## src/rtl/uart_pkg.sv

```systemverilog
// uart_pkg: declarations shared by uart_tx and uart_rx.
//   uart_state_t   : frame FSM states
//   clks_per_bit() : system clocks per bit time for a clock/baud pair
package uart_pkg;

  typedef enum logic [2:0] {
    IDLE,
    START,
    DATA,
    PARITY,
    STOP
  } uart_state_t;

  function automatic int clks_per_bit(input int clk_freq, input int baud_rate);
    return clk_freq / baud_rate;
  endfunction

endpackage

```

## src/rtl/uart_tx_if.sv

```systemverilog
// uart_tx_if: byte valid/ready handshake into the transmitter.
//   data  : byte to send
//   valid : producer has a byte on data
//   ready : transmitter FIFO can take a byte
interface uart_tx_if;
  logic [7:0] data;
  logic       valid;
  logic       ready;

  modport master (output data, output valid, input ready);
  modport slave  (input data, input valid, output ready);
endinterface

```

## src/rtl/uart_tx_fifo.sv

```systemverilog
// uart_tx_fifo: single-clock synchronous FIFO with registered occupancy count.
//   clk, reset       : clock, async active-high reset (flushes contents)
//   wr_en, wr_data   : push; ignored while full
//   rd_en, rd_data   : pop; rd_data always shows the head entry
//   full, empty      : decoded from the registered count
module uart_tx_fifo #(
  parameter int DEPTH = 4,
  parameter int WIDTH = 8
) (
  input  logic             clk,
  input  logic             reset,
  input  logic             wr_en,
  input  logic [WIDTH-1:0] wr_data,
  input  logic             rd_en,
  output logic [WIDTH-1:0] rd_data,
  output logic             full,
  output logic             empty
);
  localparam int AW = $clog2(DEPTH);
  localparam logic [AW:0] FULL_CNT = (AW + 1)'(DEPTH);

  logic [WIDTH-1:0] mem [DEPTH];
  logic [AW-1:0]    wr_ptr, rd_ptr;
  logic [AW:0]      count;
  logic             do_wr, do_rd;

  assign full    = (count == FULL_CNT);
  assign empty   = (count == '0);
  assign do_wr   = wr_en && !full;
  assign do_rd   = rd_en && !empty;
  assign rd_data = mem[rd_ptr];

  always_ff @(posedge clk or posedge reset) begin
    if (reset) begin
      wr_ptr <= '0;
      rd_ptr <= '0;
      count  <= '0;
    end else begin
      if (do_wr) wr_ptr <= wr_ptr + 1'b1;
      if (do_rd) rd_ptr <= rd_ptr + 1'b1;
      case ({do_wr, do_rd})
        2'b10:   count <= count + 1'b1;
        2'b01:   count <= count - 1'b1;
        default: count <= count;
      endcase
    end
  end

  always_ff @(posedge clk) begin
    if (do_wr) mem[wr_ptr] <= wr_data;
  end
endmodule

```

## src/rtl/uart_tx.sv

```systemverilog
// uart_tx: buffered UART transmitter, LSB first, frames sent back-to-back.
//   clk, reset : clock, async active-high reset (aborts frame, flushes FIFO)
//   bus        : uart_tx_if.slave byte handshake (ready = FIFO not full)
//   tx         : registered serial line, idle high
//   busy       : FIFO non-empty or frame in progress
// Build option: define UART_TX_PARITY_EN to add a parity bit (sense from
// PARITY_ODD) after the data bits; otherwise frames are 8N1.
module uart_tx
  import uart_pkg::*;
#(
  parameter int CLK_FREQ   = 50_000_000,
  parameter int BAUD_RATE  = 2_000_000,
  parameter int FIFO_DEPTH = 4,
  parameter int PARITY_ODD = 0
) (
  input  logic     clk,
  input  logic     reset,
  uart_tx_if.slave bus,
  output logic     tx,
  output logic     busy
);
  localparam int          CLKS_PER_BIT = clks_per_bit(CLK_FREQ, BAUD_RATE);
  localparam logic [15:0] BAUD_LAST    = 16'(CLKS_PER_BIT - 1);

  uart_state_t state, state_nxt;
  logic [15:0] baud_cnt;
  logic [2:0]  bit_idx;
  logic [7:0]  shift;
  logic [7:0]  fifo_rd_data;
  logic        fifo_pop, fifo_full, fifo_empty;
  logic        bit_done, tx_nxt;

  uart_tx_fifo #(.DEPTH(FIFO_DEPTH), .WIDTH(8)) u_fifo (
    .clk     (clk),
    .reset   (reset),
    .wr_en   (bus.valid),
    .wr_data (bus.data),
    .rd_en   (fifo_pop),
    .rd_data (fifo_rd_data),
    .full    (fifo_full),
    .empty   (fifo_empty)
  );

  assign bus.ready = !fifo_full;
  assign busy      = (state != IDLE) || !fifo_empty;
  assign bit_done  = (baud_cnt == BAUD_LAST);

`ifdef UART_TX_PARITY_EN
  localparam logic PARITY_SENSE = 1'(PARITY_ODD);
  logic parity_bit;

  // Parity is captured at pop because the shift register is consumed while sending.
  always_ff @(posedge clk or posedge reset) begin
    if (reset)         parity_bit <= 1'b0;
    else if (fifo_pop) parity_bit <= ^fifo_rd_data ^ PARITY_SENSE;
  end
`else
  // Parity sense has no effect when no parity bit is sent.
  logic unused_parity_odd;
  assign unused_parity_odd = (PARITY_ODD != 0);
`endif

  always_ff @(posedge clk or posedge reset) begin
    if (reset) state <= IDLE;
    else       state <= state_nxt;
  end

  // tx_nxt is the line level for the current state; it is registered into tx,
  // so the line trails the state by one cycle without changing bit widths.
  always_comb begin
    state_nxt = state;
    fifo_pop  = 1'b0;
    tx_nxt    = 1'b1;
    case (state)
      IDLE: begin
        if (!fifo_empty) begin
          state_nxt = START;
          fifo_pop  = 1'b1;
        end
      end
      START: begin
        tx_nxt = 1'b0;
        if (bit_done) state_nxt = DATA;
      end
      DATA: begin
        tx_nxt = shift[0];
        if (bit_done && bit_idx == 3'd7) begin
`ifdef UART_TX_PARITY_EN
          state_nxt = PARITY;
`else
          state_nxt = STOP;
`endif
        end
      end
`ifdef UART_TX_PARITY_EN
      PARITY: begin
        tx_nxt = parity_bit;
        if (bit_done) state_nxt = STOP;
      end
`endif
      STOP: begin
        if (bit_done) begin
          if (!fifo_empty) begin
            state_nxt = START;
            fifo_pop  = 1'b1;
          end else begin
            state_nxt = IDLE;
          end
        end
      end
      default: state_nxt = IDLE;
    endcase
  end

  always_ff @(posedge clk or posedge reset) begin
    if (reset) begin
      tx       <= 1'b1;
      baud_cnt <= '0;
      bit_idx  <= '0;
      shift    <= '0;
    end else begin
      tx <= tx_nxt;
      if (fifo_pop) begin
        shift    <= fifo_rd_data;
        baud_cnt <= '0;
        bit_idx  <= '0;
      end else if (state != IDLE) begin
        if (bit_done) begin
          baud_cnt <= '0;
          if (state == DATA) begin
            shift   <= shift >> 1;
            bit_idx <= bit_idx + 3'd1;
          end
        end else begin
          baud_cnt <= baud_cnt + 16'd1;
        end
      end
    end
  end
endmodule

```

## src/flat_wrapper.sv

```systemverilog
// flat-port wrapper written by rule: the top's interface ports become plain ports
module uart_tx_flat import uart_pkg::*;
#(
  parameter int CLK_FREQ   = 50_000_000,
  parameter int BAUD_RATE  = 2_000_000,
  parameter int FIFO_DEPTH = 4,
  parameter int PARITY_ODD = 0
)
  (clk, reset, tx, busy, bus_data, bus_valid, bus_ready);
  uart_tx_if bus_i ();
  input  logic clk;
  input  logic reset;
  output logic tx;
  output logic busy;
  input wire logic [$bits(bus_i.data)-1:0] bus_data;
  input wire logic [$bits(bus_i.valid)-1:0] bus_valid;
  output wire logic [$bits(bus_i.ready)-1:0] bus_ready;
  assign bus_i.data = bus_data;
  assign bus_i.valid = bus_valid;
  assign bus_ready = bus_i.ready;
  uart_tx #(.CLK_FREQ(CLK_FREQ), .BAUD_RATE(BAUD_RATE), .FIFO_DEPTH(FIFO_DEPTH), .PARITY_ODD(PARITY_ODD)) u_core (.clk(clk), .reset(reset), .bus(bus_i), .tx(tx), .busy(busy));
endmodule
```

## config.mk

```make
export PLATFORM = sky130hd
export DESIGN_NAME = uart_tx_flat
export DESIGN_NICKNAME = d
export VERILOG_FILES = /design/src/rtl/uart_pkg.sv /design/src/rtl/uart_tx_if.sv /design/src/rtl/uart_tx_fifo.sv /design/src/rtl/uart_tx.sv /design/src/flat_wrapper.sv
export SDC_FILE = /design/constraint.sdc
export NUM_CORES = 1
export LEC_CHECK = 0
export BUFFER_PORTS_ARGS = -buffer_cell sky130_fd_sc_hd__buf_2
export CORE_ASPECT_RATIO = 0.75
export CORE_MARGIN = 5
export CORE_UTILIZATION = 55
export CTS_CLUSTER_SIZE = 24
export DETAILED_ROUTE_END_ITERATION = 16
export PLACE_DENSITY = 0.72
export SLEW_MARGIN = 5
export SYNTH_ARGS = -nofsm -noshare
export SYNTH_HDL_FRONTEND = slang
export SYNTH_SLANG_ARGS = --single-unit
```

## constraint.sdc

```tcl
create_clock -name clk -period 6.2 [get_ports clk]
set_clock_uncertainty 0.05 [all_clocks]
set_input_delay 0 -clock clk [delete_from_list [all_inputs] [get_ports clk]]
set_output_delay 0 -clock clk [all_outputs]
set_load 0.05 [all_outputs]
```

# Word-level counts from Yosys, hierarchy flattened
# Memory sizes are Yosys's and may differ from the RTL's.
# Cells that the tools add are included.
dict set report word_totals {
  regBits 38
  latchBits 0
  ramBits 32
  romBits 0
  mem_count 1
}
# memory depth width rd rd_ports_with_merged_regs wr line
set mem_list {}
lappend mem_list {u_core.u_fifo.mem 4 8 1 0 1 uart_tx_fifo.sv:22} ;# logic [WIDTH-1:0] mem [DEPTH];
dict set report op_classes {
  n_addsub 6
  n_mul 0
  div_mod_pow 0
  n_lt_le_gt_ge 0
  eq_ne 12
  n_shift 0
  mux 24
  bitwise 0
  n_reduce_logical 15
}
# cell n
set op_table {}
lappend op_table {{two-way mux 16 bit} 3}
lappend op_table {{two-way mux 8 bit} 4}
lappend op_table {{two-way mux 3 bit} 8}
lappend op_table {{adder 16 x 1 -> 16 bit (second input constant)} 1}
lappend op_table {{== test 16 x 5 -> 1 bit (second input constant)} 1}
lappend op_table {{case mux 3 bit (4 select lines)} 1}
lappend op_table {{== test 3 bit (second input constant)} 3}
lappend op_table {{nonzero test 2 bit} 4}
lappend op_table {{adder 3 x 1 -> 3 bit (second input constant)} 2}
lappend op_table {{logical NOT 3 bit} 2}
lappend op_table {{inequality test 2 x 1 -> 1 bit (second input constant)} 3}
lappend op_table {{case mux 3 bit (2 select lines)} 1}
lappend op_table {{two-way mux 1 bit} 5}
lappend op_table {{adder 2 x 1 -> 2 bit (second input constant)} 2}
lappend op_table {{case mux 1 bit (2 select lines)} 2}
lappend op_table {{AND reduction 4 bit} 1}
lappend op_table {{== test 3 x 1 -> 1 bit (second input constant)} 1}
lappend op_table {{== test 3 x 2 -> 1 bit (second input constant)} 1}
lappend op_table {{logical AND 1 bit} 3}
lappend op_table {{AND reduction 3 bit} 1}
lappend op_table {{nonzero test 3 bit} 1}
lappend op_table {{subtractor 3 x 1 -> 3 bit (second input constant)} 1}
lappend op_table {{== test 2 x 1 -> 1 bit (second input constant)} 1}
lappend op_table {{== test 2 bit (second input constant)} 1}
lappend op_table {{3 further kinds} 4}

# Depth between registers and ports, before layout
# Gate-level depths: netlist (run 1).
dict set report depth {
  ltp_word 7
  depth_mapped 12
}

# By module
# From an unflattened synthesis (run 1), not the netlist that was laid out.
dict set report hier_totals {
  hier_cells 265
  hier_area_um2 3315.7
}
# mod instances cells_each area_per_inst_um2 seq_area_each_um2
set modules_own_cells {}
lappend modules_own_cells {uart_tx 1 185 1719.1 777.0}
lappend modules_own_cells {uart_tx_fifo 1 80 1596.5 1136.1}

# Worst setup path before layout (run 1)
# Ideal clock, no wire load.
dict set report synth_timing {
  path_type {register to register}
  start {reg u_core.baud_cnt[0]}
  end {reg u_core.u_fifo.count[1]}
  setup_ns 0.125
  t_arrival_ns 2.300
  t_required_ns 6.025
  slack_ns 3.725
  path_stages_with_launch 11
  path_buffers 1
  period_less_slack_ns 2.475
  path_cell_list {dfrtp_1 inv_1 ha_1 nor4b_4 a41oi_1 or2_2 buf_2 inv_1 ha_1 fa_1 mux2_2}
}
dict set report synth_via {
  elab_chain_len 6
}
# item line
set synth_lines {}
lappend synth_lines {{from (decl)} uart_tx.sv:26} ;# logic [15:0] baud_cnt;
lappend synth_lines {{from (signal assigned)} uart_tx.sv:135} ;# baud_cnt <= baud_cnt + 16'd1;
lappend synth_lines {{== test 16 x 5 -> 1 bit (*)} uart_tx.sv:46} ;# assign bit_done = (baud_cnt == BAUD_LAST);
lappend synth_lines {{two-way mux 1 bit (*)} uart_tx.sv:102} ;# if (bit_done) begin
lappend synth_lines {{case mux 1 bit (2 select lines) (*)} uart_tx.sv:74} ;# case (state)
lappend synth_lines {{logical AND 1 bit (*)} uart_tx_fifo.sv:30} ;# assign do_rd = rd_en && !empty;
lappend synth_lines {{net u_core.u_fifo.do_rd} uart_tx_fifo.sv:25} ;# logic do_wr, do_rd;
lappend synth_lines {{== test 2 x 1 -> 1 bit / == test 2 bit (equally long branches)} uart_tx_fifo.sv:41} ;# case ({do_wr, do_rd})
lappend synth_lines {{case mux 3 bit (2 select lines) / nonzero test 2 bit (equally long branches)} -}
lappend synth_lines {{to (signal assigned)} uart_tx_fifo.sv:42} ;# 2'b10: count <= count + 1'b1;
lappend synth_lines {{to (signal assigned)} uart_tx_fifo.sv:43} ;# 2'b01: count <= count - 1'b1;
lappend synth_lines {{to (signal assigned)} uart_tx_fifo.sv:44} ;# default: count <= count;
lappend synth_lines {{to (decl)} uart_tx_fifo.sv:24} ;# logic [AW:0] count;
# The timed path passes the listed nets; every way through them passes the cells marked *.
# A chain may end at the register's enable or synchronous reset.

# Final worst setup path (run 1)
dict set report layout_timing {
  start {reg u_core.baud_cnt[0]}
  end {reg u_core.u_fifo.count[2]}
}
# The elaborated chain is that of the path after synthesis.

==> results by group, run 1 <==
Yosys
  – Register bit count reported by yosys: 70
  – Synth area leaders: edfxtp_1, dfrtp_1, mux4_2
  – Cell Area, Synth: 3320 µm²
  – Ys async rst share: 0.543
  – Post-Syn Instances: 269
  – Synthesized Nets: a little under 300
  – Yosys top cell by area: edfxtp_1
  – Post-synth EDFFs: 32
  – Post-synth top flop: dfrtp_1
  – Seq/Total Area, Yosys: 0.576
  – Synth cell types: 50
  – Avg Cell Area, Syn: ~12 µm²
  – Top-count cell post-synth: dfrtp_1
  – Top cell type's share of synthesized area: 0.289
  – YS warnings: 0
  – Most instantiated cells after synthesis: dfrtp_1, edfxtp_1, inv_1

Die
  – Row count: 24
  – Die Ht: 77.3 µm
  – I/O pins: 14
  – Die Footprint: 7710 µm²
  – Die Span X: 99.7 µm
  – Core area: around 6000 µm²
  – Starting Density: 0.570

Min path
  – Cells on Worst Hold Path: 3
  – Hold_sp: bus_valid
  – HP Class: input port to register
  – Hold EP: u_core.u_fifo.wr_ptr[0]

Clock network
  – Clock Pin Slew Worst Setup and Hold Paths: 0.08 ns
  – CTS tree: done
  – Cts repair resizes: 0
  – Clk_lat worst skew: 0.35 ns
  – Clock sink count: 70
  – Clock Tree Root: clkbuf_8
  – Postcts setup bufs: 0
  – # H-tree levels: 3
  – Clock Tree Buf Depth: 2
  – Post-CTS Hold Fix Bufs: 9
  – CTS buffer count: 9

Placed design
  – Placed Cells incl. Taps: 346
  – # port buffers: 13
  – DP Wirelength: 4140 µm
  – Pre-CTS setup slack: ~3.0 ns
  – GP Congestion: 0.806

Critical path
  – CP Max Fanout: 12
  – Crit Reg-Reg Endpoint: u_core.u_fifo.count[2]
  – Worst setup path class: register to register
  – CP max stage delay: 0.71 ns
  – Worst r2r path cells: 11
  – Critical path capture point type: register
  – Startpoint types: register
  – Worst reg2reg startpoint: u_core.baud_cnt[0]
  – Reg2Reg Setup Slack: between 2 and 3 ns
  – Critical-path top delay cell: a41oi_1
  – Critical Path, Cell by Cell: inv_1, ha_1, nor4b_4, a41oi_1, or2_2, inv_1, ha_1, fa_1, xnor2_1, nor2_1, xor2_1
  – Critical Path RT: roughly 6.4 ns
  – Critical Path AT: 3.45 ns

Timing
  – Slew margin rel.: 0.419
  – Fin worst setup slack: 2.96 ns
  – Period utilisation layout: 0.522
  – Worst Tran Pin Value: 0.859 ns
  – RSZ-0062 raised after global routing: no
  – Fin crit period: between 3 and 4 ns
  – Pins Over Slew Limit: 0
  – Final setup fails: 0
  – Hold Violations, Final: 0
  – Hold Slack: 0.0464 ns
  – Max Clk Rate: 309 MHz
  – Final setup TNS: 0 ns

Global routing
  – Overflow after GRT: 0
  – Vias in the first global route: 2157
  – Largest net degree at the start of global routing: 39
  – GRT Resource Usage Total: 0.181
  – Initial antenna violation count: 0
  – First-pass GRT wire length: 10900 µm

Job
  – Max_cap viols: 0

Routing
  – Total wire length: 6180 µm
  – Routed Antenna Nets: 0
  – DR iter-0 viols: between 150 and 200
  – Wire per inst: around 17 µm
  – Routed vias/inst: between 5 and 6
  – Residual DRC: 0
  – Detailed Routing Iterations Pass 1: 5
  – DR vias: 2161

Power and ir drop
  – Max VDD drop: 0.207 mV
  – Leakage: 0.00146 µW
  – Power per Cell Area: 421 nW/µm²

Finish
  – Final design utilization: 0.642
  – FF/Latch Area: 1910 µm²
  – Multi-input gate area: roughly 1200 µm²
  – Area Overhead vs Synth: 12.6%
  – Final nets: 309
  – Filler Cells Inserted: 455
  – Non-Filler Instances: approximately 370
  – Share of layout cells above drive strength 1: 0.171
  – Diode count: 0

Run status
  – Status: finished clean
-- through the flow --
| stage | instance area [µm²] | total power [µW] |
|---|---|---|
| floorplan | 3320 | 1060 |
| global placement | 3430 | 1150 |
| detailed placement | 3430 | 1180 |
| CTS | 3740 | 1590 |
| global route | 3740 | 1680 |
| finish | 3740 | 1580 |
-- worst max path at each step --
stage	startpoint	endpoint	slack [ns]	cells after the start
after floorplan	u_core.baud_cnt[0]	u_core.u_fifo.count[1]	3.73	10
after global placement	u_core.baud_cnt[0]	u_core.u_fifo.count[2]	3.17	11
after detailed placement	u_core.baud_cnt[0]	u_core.u_fifo.count[2]	3.03	11
after CTS	u_core.baud_cnt[0]	u_core.u_fifo.count[2]	2.97	11
after global routing	u_core.state[2]	u_core.u_fifo.count[2]	2.80	9
final	u_core.baud_cnt[0]	u_core.u_fifo.count[2]	2.96	11
-- placed cells by master, fill, tap and decap left out, types with 6 or more instances in the layout --
| master | n |
|---|---|
| dfrtp_1 | 37 |
| edfxtp_1 | 32 |
| inv_1 | 26 |
| a21oi_1 | 13 |
| buf_2 | 13 |
| nor3_1 | 12 |
| nand2_1 | 11 |
| nor4_1 | 9 |
| ha_1 | 9 |
| clkbuf_8 | 9 |
| dlygate4sd3_1 | 9 |
| mux4_2 | 8 |
| or4_1 | 7 |
| o21ai_0 | 7 |
| or3_1 | 7 |
| a311oi_1 | 7 |
| nand3_1 | 6 |
-- kinds of logic after synthesis --
| group | Yosys count | share of synthesized area |
|---|---|---|
| AOI/OAI and AO/OA | 49 | 0.0995 |
| DFF | 70 | 0.576 |
| and+or+nand+nor | 81 | 0.153 |
| muxes | 11 | 0.0641 |
| adders and majority gates | 10 | 0.0400 |
| buffers and inverters | 41 | 0.0486 |
| xor gates and xnor gates | 7 | 0.0185 |
-- flip-flops by register name, summed over array words and instances, names as in the netlist --
signal / flops
u_core.u_fifo.count: 3
u_core.u_fifo.mem: 32
u_core.shift: 8
u_core.u_fifo.rd_ptr: 2
u_core.tx: 1
u_core.state: 3
u_core.bit_idx: 3
u_core.baud_cnt: 16
u_core.u_fifo.wr_ptr: 2
-- metal layers --
layer	vias up	GRT usage	share of wire	wire, µm
met1	1044	0.273	0.50	3100
met3	6	0.0589	0.045	278
li1	1060	-	-	-
met5	-	0	0	0
met2	51	0.252	0.45	2760
met4	0	0.0437	0.0081	50
-- critical path: cells and delay by family (launching register included) --
family                     cells  cell delay, ns
adders and majority gates      3            0.87
and+or+nand+nor                3            0.65
xor gates and xnor gates       2            0.31
DFF                            1            0.41
AOI/OAI and AO/OA              1            0.71
buffers and inverters          2            0.14
-- layout make-up --
class | count | share of cell area
tap | 78 | 0.0261
clock inverter | 7 | 0.0264
clock buffer | 9 | 0.0331
inverter | 26 | 0.0261
multi-input combinational | 158 | 0.333
sequential | 70 | 0.512
timing repair buffer | 23 | 0.0435
-- report_power, final --
part           switching (µW)  internal, µW  leakage (µW)
Clock                     177           228      0.000109
Combinational             252           207      0.000583
Sequential                100           612      0.000769
Note: power is estimated with default switching activity, not from simulation.
==> inputs of run 2 (changes only) <==
clock period = 3 ns   (was 6.2 ns; I/O delays follow)
==> run 2 against run 1 <==
First-iteration DRC count fell by 13%. Critical path depth is the same. Sequential cell count stayed put. Total power rose by 110%. Routed wire length increased by 3.3%. Core utilization is 0.84 points higher. Combinational power grew 110%. Clock power grew 110%. Largest power group unchanged.
==> results by group, run 2 (synthesis gave the netlist of run 1 again) <==
Run status
  – Status: finished clean

Global routing
  – First-pass GRT wire length: 11200 µm (+3.0%)
  – Vias in the first global route: 2211 (+2.5%)
  – GRT Resource Usage Total: 0.186 (+0.00526)
  – Largest net degree at the start of global routing: 39 (unchanged)
  – Overflow after GRT: 0 (unchanged)
  – Initial antenna violation count: 0 (unchanged)

Power and ir drop
  – Power per Cell Area: 867 nW/µm² (+110%)
  – Overall Power: 3280 µW (+110%)
  – Leakage: 0.00149 µW (+2.1%)
  – Max VDD drop: 0.523 mV (+150%)

Finish
  – Top Registers: u_core.u_fifo.mem (32), u_core.baud_cnt (16), u_core.shift (8)
  – Commonest non-fill, non-tap cells in the layout: dfrtp_1, edfxtp_1, inv_1
  – Largest register FFs: 32 (unchanged)
  – Diode count: 0 (unchanged)
  – Final nets: 315 (+1.9%)
  – Filler Cells Inserted: 449 (-1.3%)
  – Share of layout cells above drive strength 1: 0.187 (+0.0166)
  – Biggest register: u_core.u_fifo.mem
  – Commonest non-fill, non-tap cell in the layout: dfrtp_1
  – Area Overhead vs Synth: 14.1%

Die
  – Die Footprint: 7710 µm² (unchanged)
  – I/O pins: 14 (unchanged)
  – Core area: 5830 µm² (unchanged)
  – Row count: 24 (unchanged)
  – Die Ht: 77.3 µm (unchanged)
  – Die Span X: 99.7 µm (unchanged)
  – Starting Density: 0.570 (unchanged)

Routing
  – Routed vias/inst: 5.89 (+1.1%)
  – Wire per inst: 16.9 µm (+1.6%)
  – Total wire length: 6390 µm (+3.3%)
  – DR iter-0 viols: 151 (-13%)
  – Detailed Routing Iterations Pass 1: 4 (-1)
  – Residual DRC: 0 (unchanged)
  – DR vias: 2221 (+2.8%)
  – Routed Antenna Nets: 0 (unchanged)

Timing
  – Pins Over Slew Limit: 0 (unchanged)
  – Hold Violations, Final: 0 (unchanged)
  – Final setup TNS: 0 ns (unchanged)
  – Final setup fails: 0 (unchanged)
  – Worst Tran Pin Value: 0.553 ns (-0.306 ns)
  – Max Clk Rate: 378 MHz (+22%)
  – Fin crit period: 2.64 ns (-0.595 ns)
  – Slew margin rel.: 0.631 (+0.212)
  – RSZ-0062 raised after global routing: no
  – Period utilisation layout: 0.881 (+0.359)
  – Fin worst setup slack: 0.356 ns (-2.61 ns)

Clock network
  – Clock sink count: 70 (unchanged)
  – Clock Pin Slew Worst Setup and Hold Paths: 0.08 ns (about the same)
  – Clock Tree Buf Depth: 2 (unchanged)
  – Clock Tree Root: clkbuf_8
  – CTS tree: done
  – # H-tree levels: 3 (unchanged)
  – Clk_lat worst skew: 0.34 ns (about the same)
  – CTS buffer count: 9 (unchanged)

Critical path
  – CP Max Fanout: 12 (unchanged)
  – Critical Path RT: 3.17 ns (-3.24 ns)
  – Critical Path, Cell by Cell: inv_1, ha_1, nor4b_4, a41oi_1, or2_2, inv_1, ha_1, fa_1, xnor2_1, nor2_1, xor2_1
  – Critical Path AT: 2.82 ns (-0.63 ns)
  – Critical-path top delay cell: fa_1
  – Crit path from: u_core.baud_cnt[0]
  – Startpoint types: register
  – Critical path capture point type: register
  – Crit Reg-Reg Endpoint: u_core.u_fifo.count[2]
  – Worst r2r path cells: 11 (unchanged)
  – Reg2Reg Setup Slack: 0.36 ns (-2.61 ns)
  – CP max stage delay: 0.44 ns (-0.27 ns)
  – CP bufs+invs: 2 (unchanged)
  – Worst setup path class: register to register
  – Worst reg2reg startpoint: u_core.baud_cnt[0]
  – Crit-path leading delay family: adder cells

Placed design
  – # port buffers: 13 (unchanged)
  – Pre-CTS setup slack: 0.381 ns (-2.65 ns)
  – DP Wirelength: 4210 µm (+1.7%)
  – GP Congestion: 0.788 (-2.2%)

Min path
  – Cells on Worst Hold Path: 3 (unchanged)
  – HP Class: input port to register
  – Hold EP: u_core.u_fifo.wr_ptr[0]
  – Hold_sp: bus_valid

Job
  – Max_cap viols: 0 (unchanged)
run 2: cell count changes in the layout (fill, tap and decap cells not counted), sizes merged:
cell	change
buf	+6
clkinv	-3
inv	+3
run 2: where the power goes:
part	switching, µW	total (µW)	internal [µW]
sequential	202	1470	1270
clock	378	856	478
combinational	519	961	442
run 2: worst max path at each step:
stage / cells after the start / slack, ns / end
floorplan: 10 / 0.53 / u_core.u_fifo.count[1]
global placement: 11 / 0.47 / u_core.u_fifo.count[2]
detailed placement: 11 / 0.38 / u_core.u_fifo.count[2]
CTS: 11 / 0.35 / u_core.u_fifo.count[2]
global route: 11 / 0.21 / u_core.u_fifo.count[2]
finish: 11 / 0.36 / u_core.u_fifo.count[2]
run 2: per-layer routing:
metal / vias up / wire (µm) / GRT usage
li1: 1063 / - / -
met1: 1100 / 3110 / 0.286
met2: 56 / 2950 / 0.260
met3: 2 / 302 / 0.0471
met4: 0 / 25 / 0.0532
met5: - / 0 / 0
run 2: tightest hold or removal path, cell delays in order:
cell	delay, ns
buf_2	0.11
and2_1	0.20
xnor2_1	0.08
run 2: final cells by class:
| class | instances | area (µm²) | share of cell area |
|---|---|---|---|
| inverters | 26 | 97.6 | 0.0258 |
| multi-input cells | 158 | 1240 | 0.329 |
| clock inverters | 7 | 103 | 0.0271 |
| well taps | 78 | 97.6 | 0.0258 |
| repair buffers | 29 | 208 | 0.0548 |
| clock buffers | 9 | 124 | 0.0327 |
| flip-flops and latches | 70 | 1910 | 0.505 |
run 2: timing repair:
item | CTS | global route
hold buffers | 9 | 0
endpoints found under the hold margin | 69 | 0
gates resized for setup | 0 | 0
buffers inserted | 0 | 0
run 2: metrics by stage:
stage	utilization	cell area (µm²)	std cells	hold WS [ns]
6_report	0.650	3790	377	0.0465
5_1_grt	0.650	3790	377	0.0631
2_1_floorplan	-	3320	269	0.0489
3_5_place_dp	0.596	3470	352	0.0970
3_3_place_gp	0.596	3470	352	0.0964
4_1_cts	0.650	3790	377	0.0245
==> inputs of run 3 (changes only) <==
CORE_MARGIN = 2   (was 5)
CTS_CLUSTER_DIAMETER = 80   (was not set)
==> run 3 against run 2 <==
Sequential cell count is the same. Setup slack got worse by 0.012 ns. Sequential power barely moved. Fmax is 0.46% lower. Non-clock buffer count is the same. Cell area down 1.4%. Via count shrank 0.32%. Die area shrank 13%. First-iteration DRC count shrank 36%. Critical endpoint unchanged. Highest routed layer unchanged.
==> results by group, run 3 (synthesis gave the netlist of run 1 again) <==
Critical path
  – Critical Path AT: 2.87 ns (+0.05 ns)
  – Worst r2r path cells: 11 (unchanged)
  – Reg2Reg Setup Slack: 0.34 ns (about the same)
  – Critical Path RT: 3.21 ns (+0.04 ns)
  – CP Max Fanout: 12 (unchanged)
  – Critical path capture point type: register
  – Startpoint types: register
  – Crit Reg-Reg Endpoint: u_core.u_fifo.count[2]
  – Worst setup path class: register to register
  – Worst reg2reg startpoint: u_core.baud_cnt[0]

Min path
  – Hold_sp: bus_valid
  – Cells on Worst Hold Path: 3 (unchanged)
  – HP Class: input port to register
  – Hold EP: u_core.u_fifo.wr_ptr[0]

Clock network
  – Clk_lat worst skew: 0.35 ns (about the same)
  – Clock Tree Root: clkbuf_8
  – Postcts setup bufs: 0 (unchanged)
  – Clock Tree Buf Depth: 2 (unchanged)
  – CTS buffer count: 9 (unchanged)
  – CTS tree: done
  – # H-tree levels: 3 (unchanged)
  – Clock sink count: 70 (unchanged)
  – Clock Pin Slew Worst Setup and Hold Paths: 0.08 ns (about the same)

Global routing
  – Overflow after GRT: 0 (unchanged)
  – Largest net degree at the start of global routing: 39 (unchanged)
  – First-pass GRT wire length: 10700 µm (-4.7%)
  – GRT Resource Usage Total: 0.213 (+0.0270)
  – Initial antenna violation count: 0 (unchanged)
  – Vias in the first global route: 2141 (-3.2%)

Power and ir drop
  – Switch share: 0.349 (+0.0142)
  – Comb power frac: 0.310 (+0.017)
  – Max VDD drop: 0.441 mV (-16%)
  – Overall Power: 3090 µW (-5.9%)
  – Clock power share: 0.215 (-0.046)
  – Power per Cell Area: 827 nW/µm² (-4.6%)
  – Sw Pwr: 1080 µW (-1.9%)
  – P_int: 2010 µW (-7.9%)
  – Leakage: 0.00147 µW (-1.6%)
  – Flop pwr share: 0.475 (+0.028)

Timing
  – Period utilisation layout: 0.886 (+0.00408)
  – Max Clk Rate: 376 MHz (-0.46%)
  – Final setup fails: 0 (unchanged)
  – RSZ-0062 raised after global routing: no
  – Worst Tran Pin Value: 0.538 ns (-0.0154 ns)
  – Hold Violations, Final: 0 (unchanged)
  – Fin crit period: 2.66 ns (+0.0122 ns)
  – Pins Over Slew Limit: 0 (unchanged)
  – Hold Slack: 0.0519 ns (+0.00544 ns)
  – Final setup TNS: 0 ns (unchanged)
  – Slew margin rel.: 0.641 (+0.0102)

Finish
  – Diode count: 0 (unchanged)
  – Share of layout cells above drive strength 1: 0.184 (-0.00334)
  – Area Overhead vs Synth: 12.6%
  – Top Registers: u_core.u_fifo.mem (32), u_core.baud_cnt (16), u_core.shift (8)
  – Commonest non-fill, non-tap cells in the layout: dfrtp_1, edfxtp_1, inv_1
  – Final design utilization: 0.641 (-0.00881)
  – Largest register FFs: 32 (unchanged)
  – Final nets: 315 (unchanged)
  – Commonest non-fill, non-tap cell in the layout: dfrtp_1
  – Biggest register: u_core.u_fifo.mem

Placed design
  – GP Congestion: 0.799 (+1.4%)
  – DP Wirelength: 4240 µm (+0.79%)
  – # port buffers: 13 (unchanged)

Routing
  – Residual DRC: 0 (unchanged)
  – Wire per inst: 16.6 µm (-1.9%)
  – Routed Antenna Nets: 0 (unchanged)
  – DR iter-0 viols: 96 (-36%)
  – DR vias: 2214 (-0.32%)
  – Routed vias/inst: 5.87 (-0.32%)
  – Total wire length: 6260 µm (-1.9%)
  – Detailed Routing Iterations Pass 1: 4 (unchanged)

Die
  – Die Ht: 71.3 µm (-7.8%)
  – Starting Density: 0.570 (unchanged)
  – Die Span X: 93.7 µm (-6.0%)
  – Core area: 5830 µm² (unchanged)
  – Row count: 24 (unchanged)
  – I/O pins: 14 (unchanged)
  – Die Footprint: 6680 µm² (-13%)

Run status
  – Status: finished clean

Job
  – Max_cap viols: 0 (unchanged)
## run 3: critical path, cell delays in order (launching register included)
cell	delay (ns)
dfrtp_1	0.40
inv_1	0.06
ha_1	0.19
nor4b_4	0.13
a41oi_1	0.27
or2_2	0.31
inv_1	0.08
ha_1	0.23
fa_1	0.44
xnor2_1	0.13
nor2_1	0.11
xor2_1	0.16
## run 3: worst max path at each step
stage                             from                endpoint  slack (ns)  cells after the start
floorplan           u_core.baud_cnt[0]  u_core.u_fifo.count[1]        0.53                     10
global placement    u_core.baud_cnt[0]  u_core.u_fifo.count[2]        0.44                     11
detailed placement  u_core.baud_cnt[0]  u_core.u_fifo.count[2]        0.34                     11
CTS                 u_core.baud_cnt[0]  u_core.u_fifo.count[2]        0.34                     11
global route        u_core.baud_cnt[0]  u_core.u_fifo.count[2]        0.20                     11
finish              u_core.baud_cnt[0]  u_core.u_fifo.count[2]        0.34                     11
## run 3: per-stage QoR
stage	std cells	cell area [µm²]	worst slack (ns)
finish	377	3740	0.343
global route	377	3740	0.204
CTS	377	3740	0.335
detailed placement	352	3470	0.339
global placement	352	3470	0.440
floorplan	269	3320	0.525
## run 3: cell type report
type                       instances  area [µm²]
multi-input combinational        158        1240
inverter                          26        97.6
clock buffer                      10         128
sequential                        70        1910
fill                             450        2090
tap                               78        97.6
timing repair buffer              29         208
clock inverter                     6        47.5
## run 3: power groups by stage
stage	logic [µW]	registers [µW]	clock network [µW]
after global placement	921	1480	0
final	957	1470	665
after global routing	1070	1510	725
after detailed placement	955	1490	0
after CTS	965	1470	682
after floorplan	786	1410	0
## run 3: what timing repair did
action / 4_1_cts / 5_1_grt
gates resized for setup: 0 / 0
endpoints found under the hold margin: 69 / 0
hold buffers: 9 / 0
## run 3: routing by layer
metal,vias up,share of wire,GRT usage
met1,1100,0.48,0.321
met4,0,0.0085,0.0725
li1,1067,-,-
met5,-,0,0
met2,40,0.47,0.307
met3,7,0.044,0.0536
